[src/rtl/lcd_seq_pkg.sv]
// Shared types and constants for the LCD command sequencer.
// State encoding, Pmod register bit positions and the default watchdog length.
package lcd_seq_pkg;

  typedef enum logic [2:0] {
    ST_INIT      = 3'd0,
    ST_IDLE      = 3'd1,
    ST_WAIT_ACK  = 3'd2,
    ST_WAIT_DONE = 3'd3,
    ST_ERROR     = 3'd4
  } seq_state_e;

  localparam int LCD_REQ_BIT  = 7;
  localparam int LCD_RS_BIT   = 6;
  localparam int LCD_BUSY_BIT = 7;

  localparam int DEFAULT_TIMEOUT_CYCLES = 2000000;

endpackage

[src/rtl/lcd_seq_fifo.sv]
// Synchronous FIFO with occupancy count and a flush that empties it in one cycle.
// Flush takes priority over a concurrent write or read.
module lcd_seq_fifo #(
  parameter int WIDTH = 9,
  parameter int DEPTH = 16,
  parameter int CNT_W = $clog2(DEPTH) + 1
) (
  input  logic             clk,
  input  logic             reset,
  input  logic             flush,
  input  logic             wr_en,
  input  logic [WIDTH-1:0] wr_data,
  input  logic             rd_en,
  output logic [WIDTH-1:0] rd_data,
  output logic [CNT_W-1:0] count,
  output logic             full,
  output logic             empty
);

  localparam int AW = $clog2(DEPTH);

  logic [WIDTH-1:0] mem_q [DEPTH];
  logic [WIDTH-1:0] mem_d [DEPTH];
  logic [AW-1:0]    wr_ptr_q, wr_ptr_d;
  logic [AW-1:0]    rd_ptr_q, rd_ptr_d;
  logic [CNT_W-1:0] count_q, count_d;
  logic             wr_fire, rd_fire;

  assign full    = (count_q == CNT_W'(DEPTH));
  assign empty   = (count_q == '0);
  assign count   = count_q;
  assign rd_data = mem_q[rd_ptr_q];
  assign wr_fire = wr_en & ~full & ~flush;
  assign rd_fire = rd_en & ~empty & ~flush;

  always_comb begin
    mem_d    = mem_q;
    wr_ptr_d = wr_ptr_q;
    rd_ptr_d = rd_ptr_q;
    count_d  = count_q;
    if (flush) begin
      wr_ptr_d = '0;
      rd_ptr_d = '0;
      count_d  = '0;
    end else begin
      if (wr_fire) begin
        mem_d[wr_ptr_q] = wr_data;
        wr_ptr_d        = wr_ptr_q + AW'(1);
      end
      if (rd_fire) rd_ptr_d = rd_ptr_q + AW'(1);
      case ({wr_fire, rd_fire})
        2'b10:   count_d = count_q + CNT_W'(1);
        2'b01:   count_d = count_q - CNT_W'(1);
        default: count_d = count_q;
      endcase
    end
  end

  always_ff @(posedge clk or posedge reset) begin
    if (reset) begin
      wr_ptr_q <= '0;
      rd_ptr_q <= '0;
      count_q  <= '0;
    end else begin
      wr_ptr_q <= wr_ptr_d;
      rd_ptr_q <= rd_ptr_d;
      count_q  <= count_d;
    end
  end

  // Storage needs no reset: count and pointers define what is valid.
  always_ff @(posedge clk) begin
    mem_q <= mem_d;
  end

endmodule

[src/rtl/lcd_cmd_sequencer.sv]
// Queues LCD commands/characters and hands them one at a time to the Picoblaze
// through the lcd_cmd/lcd_data/lcd_status REQ/BUSY handshake, with a per-phase watchdog.
module lcd_cmd_sequencer
  import lcd_seq_pkg::*;
#(
  parameter int FIFO_DEPTH     = 16,
  parameter int TIMEOUT_CYCLES = DEFAULT_TIMEOUT_CYCLES,
  parameter int CNT_W          = $clog2(FIFO_DEPTH) + 1
) (
  input  logic             clk,
  input  logic             reset,
  input  logic             enq_valid,
  output logic             enq_ready,
  input  logic             enq_is_data,
  input  logic [7:0]       enq_byte,
  input  logic             flush,
  output logic [7:0]       lcd_cmd,
  output logic [7:0]       lcd_data,
  input  logic [7:0]       lcd_status,
  output logic             seq_busy,
  output logic             timeout_err,
  output logic [CNT_W-1:0] fifo_count
);

  localparam int WD_W = $clog2(TIMEOUT_CYCLES);
  localparam logic [WD_W-1:0] WD_LAST = WD_W'(TIMEOUT_CYCLES - 1);

  seq_state_e      state_q, state_d;
  logic [WD_W-1:0] wd_q, wd_d;
  logic [7:0]      lcd_cmd_q, lcd_cmd_d;
  logic [7:0]      lcd_data_q, lcd_data_d;
  logic            timeout_err_q, timeout_err_d;

  logic       fifo_pop, fifo_full, fifo_empty;
  logic [8:0] fifo_head;
  logic       busy, wd_hit, status_unused;

  assign busy          = lcd_status[LCD_BUSY_BIT];
  assign status_unused = ^lcd_status[6:0];
  assign wd_hit        = (wd_q == WD_LAST);

  lcd_seq_fifo #(
    .WIDTH (9),
    .DEPTH (FIFO_DEPTH),
    .CNT_W (CNT_W)
  ) u_fifo (
    .clk     (clk),
    .reset   (reset),
    .flush   (flush),
    .wr_en   (enq_valid),
    .wr_data ({enq_is_data, enq_byte}),
    .rd_en   (fifo_pop),
    .rd_data (fifo_head),
    .count   (fifo_count),
    .full    (fifo_full),
    .empty   (fifo_empty)
  );

  always_comb begin
    state_d       = state_q;
    lcd_cmd_d     = lcd_cmd_q;
    lcd_data_d    = lcd_data_q;
    timeout_err_d = flush ? 1'b0 : timeout_err_q;
    fifo_pop      = 1'b0;
    case (state_q)
      ST_INIT: begin
        if (!busy) begin
          state_d = ST_IDLE;
        end else if (wd_hit) begin
          state_d       = ST_ERROR;
          timeout_err_d = 1'b1;
        end
      end
      ST_IDLE: begin
        if (flush) begin
          state_d = ST_INIT;
        end else if (!fifo_empty) begin
          fifo_pop                = 1'b1;
          lcd_data_d              = fifo_head[7:0];
          lcd_cmd_d               = '0;
          lcd_cmd_d[LCD_REQ_BIT]  = 1'b1;
          lcd_cmd_d[LCD_RS_BIT]   = fifo_head[8];
          state_d                 = ST_WAIT_ACK;
        end
      end
      ST_WAIT_ACK: begin
        // BUSY already high counts as the acknowledge (level, not edge).
        if (busy) begin
          lcd_cmd_d[LCD_REQ_BIT] = 1'b0;
          state_d                = ST_WAIT_DONE;
        end else if (wd_hit) begin
          lcd_cmd_d     = '0;
          timeout_err_d = 1'b1;
          state_d       = ST_ERROR;
        end
      end
      ST_WAIT_DONE: begin
        if (!busy) begin
          state_d = ST_IDLE;
        end else if (wd_hit) begin
          lcd_cmd_d     = '0;
          timeout_err_d = 1'b1;
          state_d       = ST_ERROR;
        end
      end
      ST_ERROR: begin
        lcd_cmd_d = '0;
        if (flush) state_d = ST_INIT;
      end
      default: state_d = ST_INIT;
    endcase
    wd_d = (state_d != state_q || state_q == ST_IDLE || state_q == ST_ERROR)
           ? '0 : wd_q + WD_W'(1);
  end

  always_ff @(posedge clk or posedge reset) begin
    if (reset) begin
      state_q       <= ST_INIT;
      wd_q          <= '0;
      lcd_cmd_q     <= '0;
      lcd_data_q    <= '0;
      timeout_err_q <= 1'b0;
    end else begin
      state_q       <= state_d;
      wd_q          <= wd_d;
      lcd_cmd_q     <= lcd_cmd_d;
      lcd_data_q    <= lcd_data_d;
      timeout_err_q <= timeout_err_d;
    end
  end

  assign lcd_cmd     = lcd_cmd_q;
  assign lcd_data    = lcd_data_q;
  assign timeout_err = timeout_err_q;
  assign enq_ready   = ~fifo_full;
  assign seq_busy    = (state_q != ST_IDLE) | ~fifo_empty;

endmodule
[config.mk]
export PLATFORM = sky130hd
export DESIGN_NAME = lcd_cmd_sequencer
export DESIGN_NICKNAME = d
export VERILOG_FILES = /design/src/rtl/lcd_seq_pkg.sv /design/src/rtl/lcd_seq_fifo.sv /design/src/rtl/lcd_cmd_sequencer.sv
export SDC_FILE = /design/constraint.sdc
export NUM_CORES = 1
export LEC_CHECK = 0
export CAP_MARGIN = 20
export CORE_MARGIN = 8
export CORE_UTILIZATION = 60
export DETAILED_ROUTE_END_ITERATION = 16
export PLACE_DENSITY = 0.79
export SYNTH_ARGS = -nofsm -noshare
export SYNTH_HDL_FRONTEND = slang
export SYNTH_HIERARCHICAL = 1
export SYNTH_SLANG_ARGS = --single-unit
[constraint.sdc]
create_clock -name clk -period 4.15 [get_ports clk]
set_input_delay 0.83 -clock clk [delete_from_list [all_inputs] [get_ports clk]]
set_output_delay 0.83 -clock clk [all_outputs]
set_load 0.05 [all_outputs]
==> flow_summary.ini, run 1 <==
[finish]
finalNetCount = 681
area_delta_synth_final_pct = 14.4
instances_no_fill = 843
fillers = 893
final_cell_mix = edfxtp_1 (144), dfrtp_1 (53), nor2_1 (44)
diodes = 0
layout_commonest_cell = edfxtp_1
drive_gt1_share_pct = 16.0

[clocking]
cts_tree = built
max-clock-path-buffers = 2
cts_hold_buf = 0
htree_levels = 4
cts_resized = 0
clk_latency_ns = 0.43
post_cts_buffers = 0
numCtsBuffers = 17
cts.sinks = 198
root_buffer = clkbuf_16
clkSlewWorstSetupHoldPaths_ns = 0.07

[yosys]
yosysSeqAreaShare_pct = 66.0
ys_ff_latch = 198
synthCells = 598
synth_edf_count = 144
synth_nets = 629
synth_ff_type = edfxtp_1
synth_top_cells_by_area = edfxtp_1 (50%), dfrtp_1 (16%), mux4_2 (4.7%)
yosysTopAreaCell = edfxtp_1
synth_area_um2 = 8600
synth_top_area_share_pct = 50.3
postSynthAreaPerCell_um2 = 14.4
async_flop_share_pct = 27.3
ys_warn_count = 6
synth.distinct_cells = 57

[timing]
tightestPinTransition_ns = 0.749
period_needed_ns = 3.49
setup_ws_ns = 0.659
setup_viol = 0
drv_slew = 0
skew_ns = 0.0140
rsz0062_at_grt = false
hold_viol_final = 0
max_slew_margin_pct = 50.1
setup_tns_ns = 0
layout_worst_path_cycle_share_pct = 84.1
max_freq_ghz = 0.286

[die]
start_util_pct = 61.7
rows = 43
die_x_um = 136
io_pins = 45
core_um2 = 13900
design.die.area_um2 = 18400
die-height_um = 136

[routing]
ant_nets = 0
drtIter0Drc = 444
drc = 0
wl_um = 17600
first_pass_iters = 5
num_vias = 5206
post_drt_wl_per_cell_um = 20.8
drt-vias-per-instance = 6.18

[placement]
placedCellCount = 811
portBuffers = 37
place_ws_ns = 0.284
gp_congestion = 0.802
hpwlAfterDp_um = 11500

[critical_path]
rr_endpoint = u_fifo/count[4]
r2r-start = u_fifo/count[0]
worstSetupPathType = reg -> out
rrSetupSlack_ns = 0.74
worstPathRequired_ns = 3.32
crit_path_start_kind = register
cp.arrival_ns = 2.66
reg2reg_depth = 12
end_kind = output port
crit_fanout = 7

[global_route]
grt_first_pass_wirelength_um = 28100
grt_util_all_layers_pct = 20.2
grt_overflow = 0
grt_pass1_vias = 5137
antenna_found_initial = 0
grt_max_degree = 42

[run]
drv_cap = 0

[min_path]
min_from = lcd_data[4]
worstHoldPathCells = 1
min_to = lcd_data[4]
hold_path_class = reg -> reg

[power]
power_leakage_nw = 3.36
ir_drop_v = 0.000422
powerDensity_nw_per_um2 = 529

[run_status]
status = finished clean
-- metrics by stage --
step / cell area, um^2 / power (mW) / hold WS, ns / utilization [%]
CTS: 9840 / 5.23 / 0.515 / 70.6
floorplan: 8600 / 3.26 / 0.465 / -
global route: 9840 / 5.40 / 0.537 / 70.6
global placement: 9240 / 3.57 / 0.488 / 66.3
detailed placement: 9240 / 3.62 / 0.503 / 66.3
finish: 9840 / 5.20 / 0.511 / 70.6
-- Yosys cell counts (2+ instances only) --
cell,count
dfrtp_1,54
clkbuf_1,11
mux2i_1,28
nand4_1,9
inv_1,17
a22oi_1,9
xor2_1,10
edfxtp_1,144
mux4_2,18
and2_1,2
nor2b_1,6
nor2_1,44
o31ai_1,5
buf_6,2
ha_1,9
or3_1,5
mux2_4,4
nor4b_1,4
o21ai_0,32
buf_2,9
a21oi_1,22
nor3b_1,2
a31oi_1,3
and4_1,5
a221oi_1,9
or2_1,2
or4_1,6
nand2_1,35
mux2_2,18
buf_4,3
xnor2_1,10
nand3_1,19
nand2b_1,5
nor3_1,12
buf_1,3
-- cell families (layout without fill, tap and decap cells) --
kind of cell	count (synthesis)	count (layout)	synth area share (%)
compound gates	91	91	6.77
xor+xnor	20	20	2.04
fa+ha+maj	10	10	1.54
simple gates	165	165	10.2
flops	198	198	66.0
buf+inv	46	111	2.44
mux	68	68	11.0
-- critical path, cell delays in order (launching register included) --
cell and delay, ns:
dfrtp_1 0.48, or4_4 0.62, nor2_1 0.21, nand4bb_1 0.18
clkdlybuf4s50_1 0.74
-- how the worst max path moves through the flow --
stage                     from               to  depth (start not counted)
2_1_floorplan  u_fifo/count[0]  u_fifo/count[4]                         14
3_3_place_gp             flush  u_fifo/count[4]                         11
3_5_place_dp             flush  u_fifo/count[4]                         11
4_1_cts        u_fifo/count[0]         seq_busy                          4
5_1_grt        u_fifo/count[0]         seq_busy                          4
6_report       u_fifo/count[0]         seq_busy                          4
-- flip-flops by register name (all words and copies together) (netlist names) --
signal           count
u_fifo/count         5
u_fifo/wr_ptr_q      4
u_fifo/mem_q       144
lcd_data             8
lcd_cmd              8
timeout_err          1
u_fifo/rd_ptr_q      4
state_q              3
wd_q                21
-- final cells by class --
class	count	area, um^2	area share, %
Timing Repair Buffer	61	563	5.72
Sequential cell	198	5680	57.7
Tap cell	180	225	2.29
Inverter	18	67.6	0.687
Multi-Input combinational cell	354	2710	27.6
Clock buffer	18	429	4.36
Clock inverter	14	163	1.65
-- routing by layer --
metal	GRT usage [%]	routed length [um]	share of wire (%)	vias up
li1	-	-	-	2377
met1	25.9	7250	41	2633
met2	33.1	9100	52	166
met3	3.75	891	5.1	30
met4	8.27	329	1.9	0
met5	0	0	0	-
-- power by group --
part | internal, mW | switching, mW | total, mW | leakage (nW)
Sequential | 2.25 | 0.156 | 2.41 | 2.01
Clock | 0.861 | 0.771 | 1.63 | 0.285
Combinational | 0.457 | 0.707 | 1.16 | 1.06
Note: power is estimated with default switching activity, not from simulation.
==> inputs of run 2 (changes only) <==
clock period = 3.3 ns   (was 4.15 ns; I/O delays follow)
==> flow_summary.ini, run 2 (synthesized netlist as in run 1, its figures left out) <==
[finish]
final_cell_mix = edfxtp_1 (144), dfrtp_1 (48), nor2_1 (43)
largest_register_ffs = 144
layout_commonest_cell = edfxtp_1
finalNetCount = 689
drive_gt1_share_pct = 18.7
reg_top3 = u_fifo/mem_q: 144 flops, wd_q: 21 flops
fin_area_um2 = 9960
regMostFlops = u_fifo/mem_q
diodes = 0
fillers = 866
area_delta_synth_final_pct = 15.8

[timing]
skew_ns = 0.0131
setup_viol = 0
period_needed_ns = 3.08
max_freq_ghz = 0.325
tightestPinTransition_ns = 0.770
hold_viol_final = 0
rsz0062_at_grt = false
drv_slew = 0
max_slew_margin_pct = 48.6
layout_worst_path_cycle_share_pct = 93.4

[min_path]
worstHoldPathCells = 1
min_from = wd_q[0]
min_to = wd_q[0]
hold_path_class = reg -> reg

[critical_path]
worstPathRequired_ns = 3.65
worstSetupPathType = reg -> reg
end_kind = register
r2r-start = u_fifo/count[1]
reg2reg_depth = 12
rrSetupSlack_ns = 0.22
worst_path_largest_cell_delay_ns = 0.48
crit_family = simple AND/OR/NAND/NOR gates
cp.arrival_ns = 3.43
crit_path_start_kind = register
cp_num_buf_inv = 0
worstPathCellList = or4_4 > nor2_2 > or4_4 > nor2_8 > o21ai_4 > or3_4 > fa_2 > nor2b_1 > o21ai_1 > nand2b_1 > mux2_2 > a31oi_1
cpMostUsedCell = or4_4
critPathSlowestCell = dfrtp_4
crit_fanout = 6
rr_endpoint = u_fifo/count[4]

[global_route]
grt_pass1_vias = 5191
grt_overflow = 0
grt_util_all_layers_pct = 21.0
grt_max_degree = 42
grt_first_pass_wirelength_um = 29200
antenna_found_initial = 0

[placement]
portBuffers = 37
post_dp_cell_area_um2 = 9340
gp_congestion = 0.811
hpwlAfterDp_um = 11900

[die]
die-height_um = 136
design.die.area_um2 = 18400
start_util_pct = 61.7
core_um2 = 13900
rows = 43
die_x_um = 136
io_pins = 45

[routing]
drc = 0
num_vias = 5296
drt-vias-per-instance = 6.23
ant_nets = 0
wl_um = 18600
first_pass_iters = 5
drtIter0Drc = 456
post_drt_wl_per_cell_um = 21.9

[clocking]
root_buffer = clkbuf_16
max-clock-path-buffers = 2
clkSlewWorstSetupHoldPaths_ns = 0.07
htree_levels = 4
cts.sinks = 198
cts_hold_buf = 0
numCtsBuffers = 17
clk_latency_ns = 0.43
cts_tree = built

[power]
ir_drop_v = 0.000562
powerDensity_nw_per_um2 = 675
power_mw = 6.72
power_leakage_nw = 3.41

[run]
drv_cap = 0

[run_status]
status = finished clean
## run 2: repair_timing
item | 4_1_cts | 5_1_grt
setup buffers | 0 | 0
pin swaps | 0 | 0
gates resized for setup | 1 | 1
setup endpoints to repair | 1 | 1
## run 2: report_power, final
group          switching (mW)  internal, mW
sequential              0.151          2.84
clock                   0.938          1.22
combinational           0.964         0.610
total                    2.05          4.67
## run 2: worst max path at each step
stage / from / end / depth (start not counted) / slack, ns
2_1_floorplan: u_fifo/count[0] / u_fifo/count[4] / 14 / -0.07
3_3_place_gp: flush / u_fifo/count[4] / 11 / -0.23
3_5_place_dp: flush / u_fifo/count[4] / 11 / -0.28
4_1_cts: u_fifo/count[1] / u_fifo/count[4] / 12 / 0.12
5_1_grt: u_fifo/count[1] / u_fifo/count[4] / 12 / 0.04
6_report: u_fifo/count[1] / u_fifo/count[4] / 12 / 0.22
## run 2: stage by stage
step | setup WS, ns | hold WS [ns] | cells | setup TNS (ns) | utilization, %
after floorplan | -0.0725 | 0.465 | 598 | -0.0733 | -
after global placement | -0.227 | 0.488 | 819 | -0.422 | 67.0
after detailed placement | -0.284 | 0.504 | 819 | -0.568 | 67.0
after CTS | 0.120 | 0.516 | 850 | 0 | 71.4
after global routing | 0.0442 | 0.538 | 850 | 0 | 71.5
final | 0.219 | 0.515 | 850 | 0 | 71.5
## run 2: area by class of cell
cell class / count / area, um^2 / area share, %
multi-input combinational: 354 / 2740 / 27.5
tap: 180 / 225 / 2.26
clock buffer: 18 / 429 / 4.31
sequential: 198 / 5690 / 57.1
inverter: 18 / 67.6 / 0.679
clock inverter: 13 / 186 / 1.87
timing repair buffer: 69 / 622 / 6.25
## run 2: worst register-to-register path, stage by stage, from the launching register on
cell and delay (ns):
dfrtp_4 0.48, or4_4 0.19, nor2_2 0.07, or4_4 0.47, nor2_8 0.15, o21ai_4 0.07, or3_4 0.39, fa_2 0.35
nor2b_1 0.18, o21ai_1 0.08, nand2b_1 0.09, mux2_2 0.34, a31oi_1 0.15
## run 2: metal layers
metal	GRT usage, %	share of wire (%)
met5	0	0
met2	34.6	51
met1	27.0	41
met4	7.77	2.3
met3	4.12	5.5
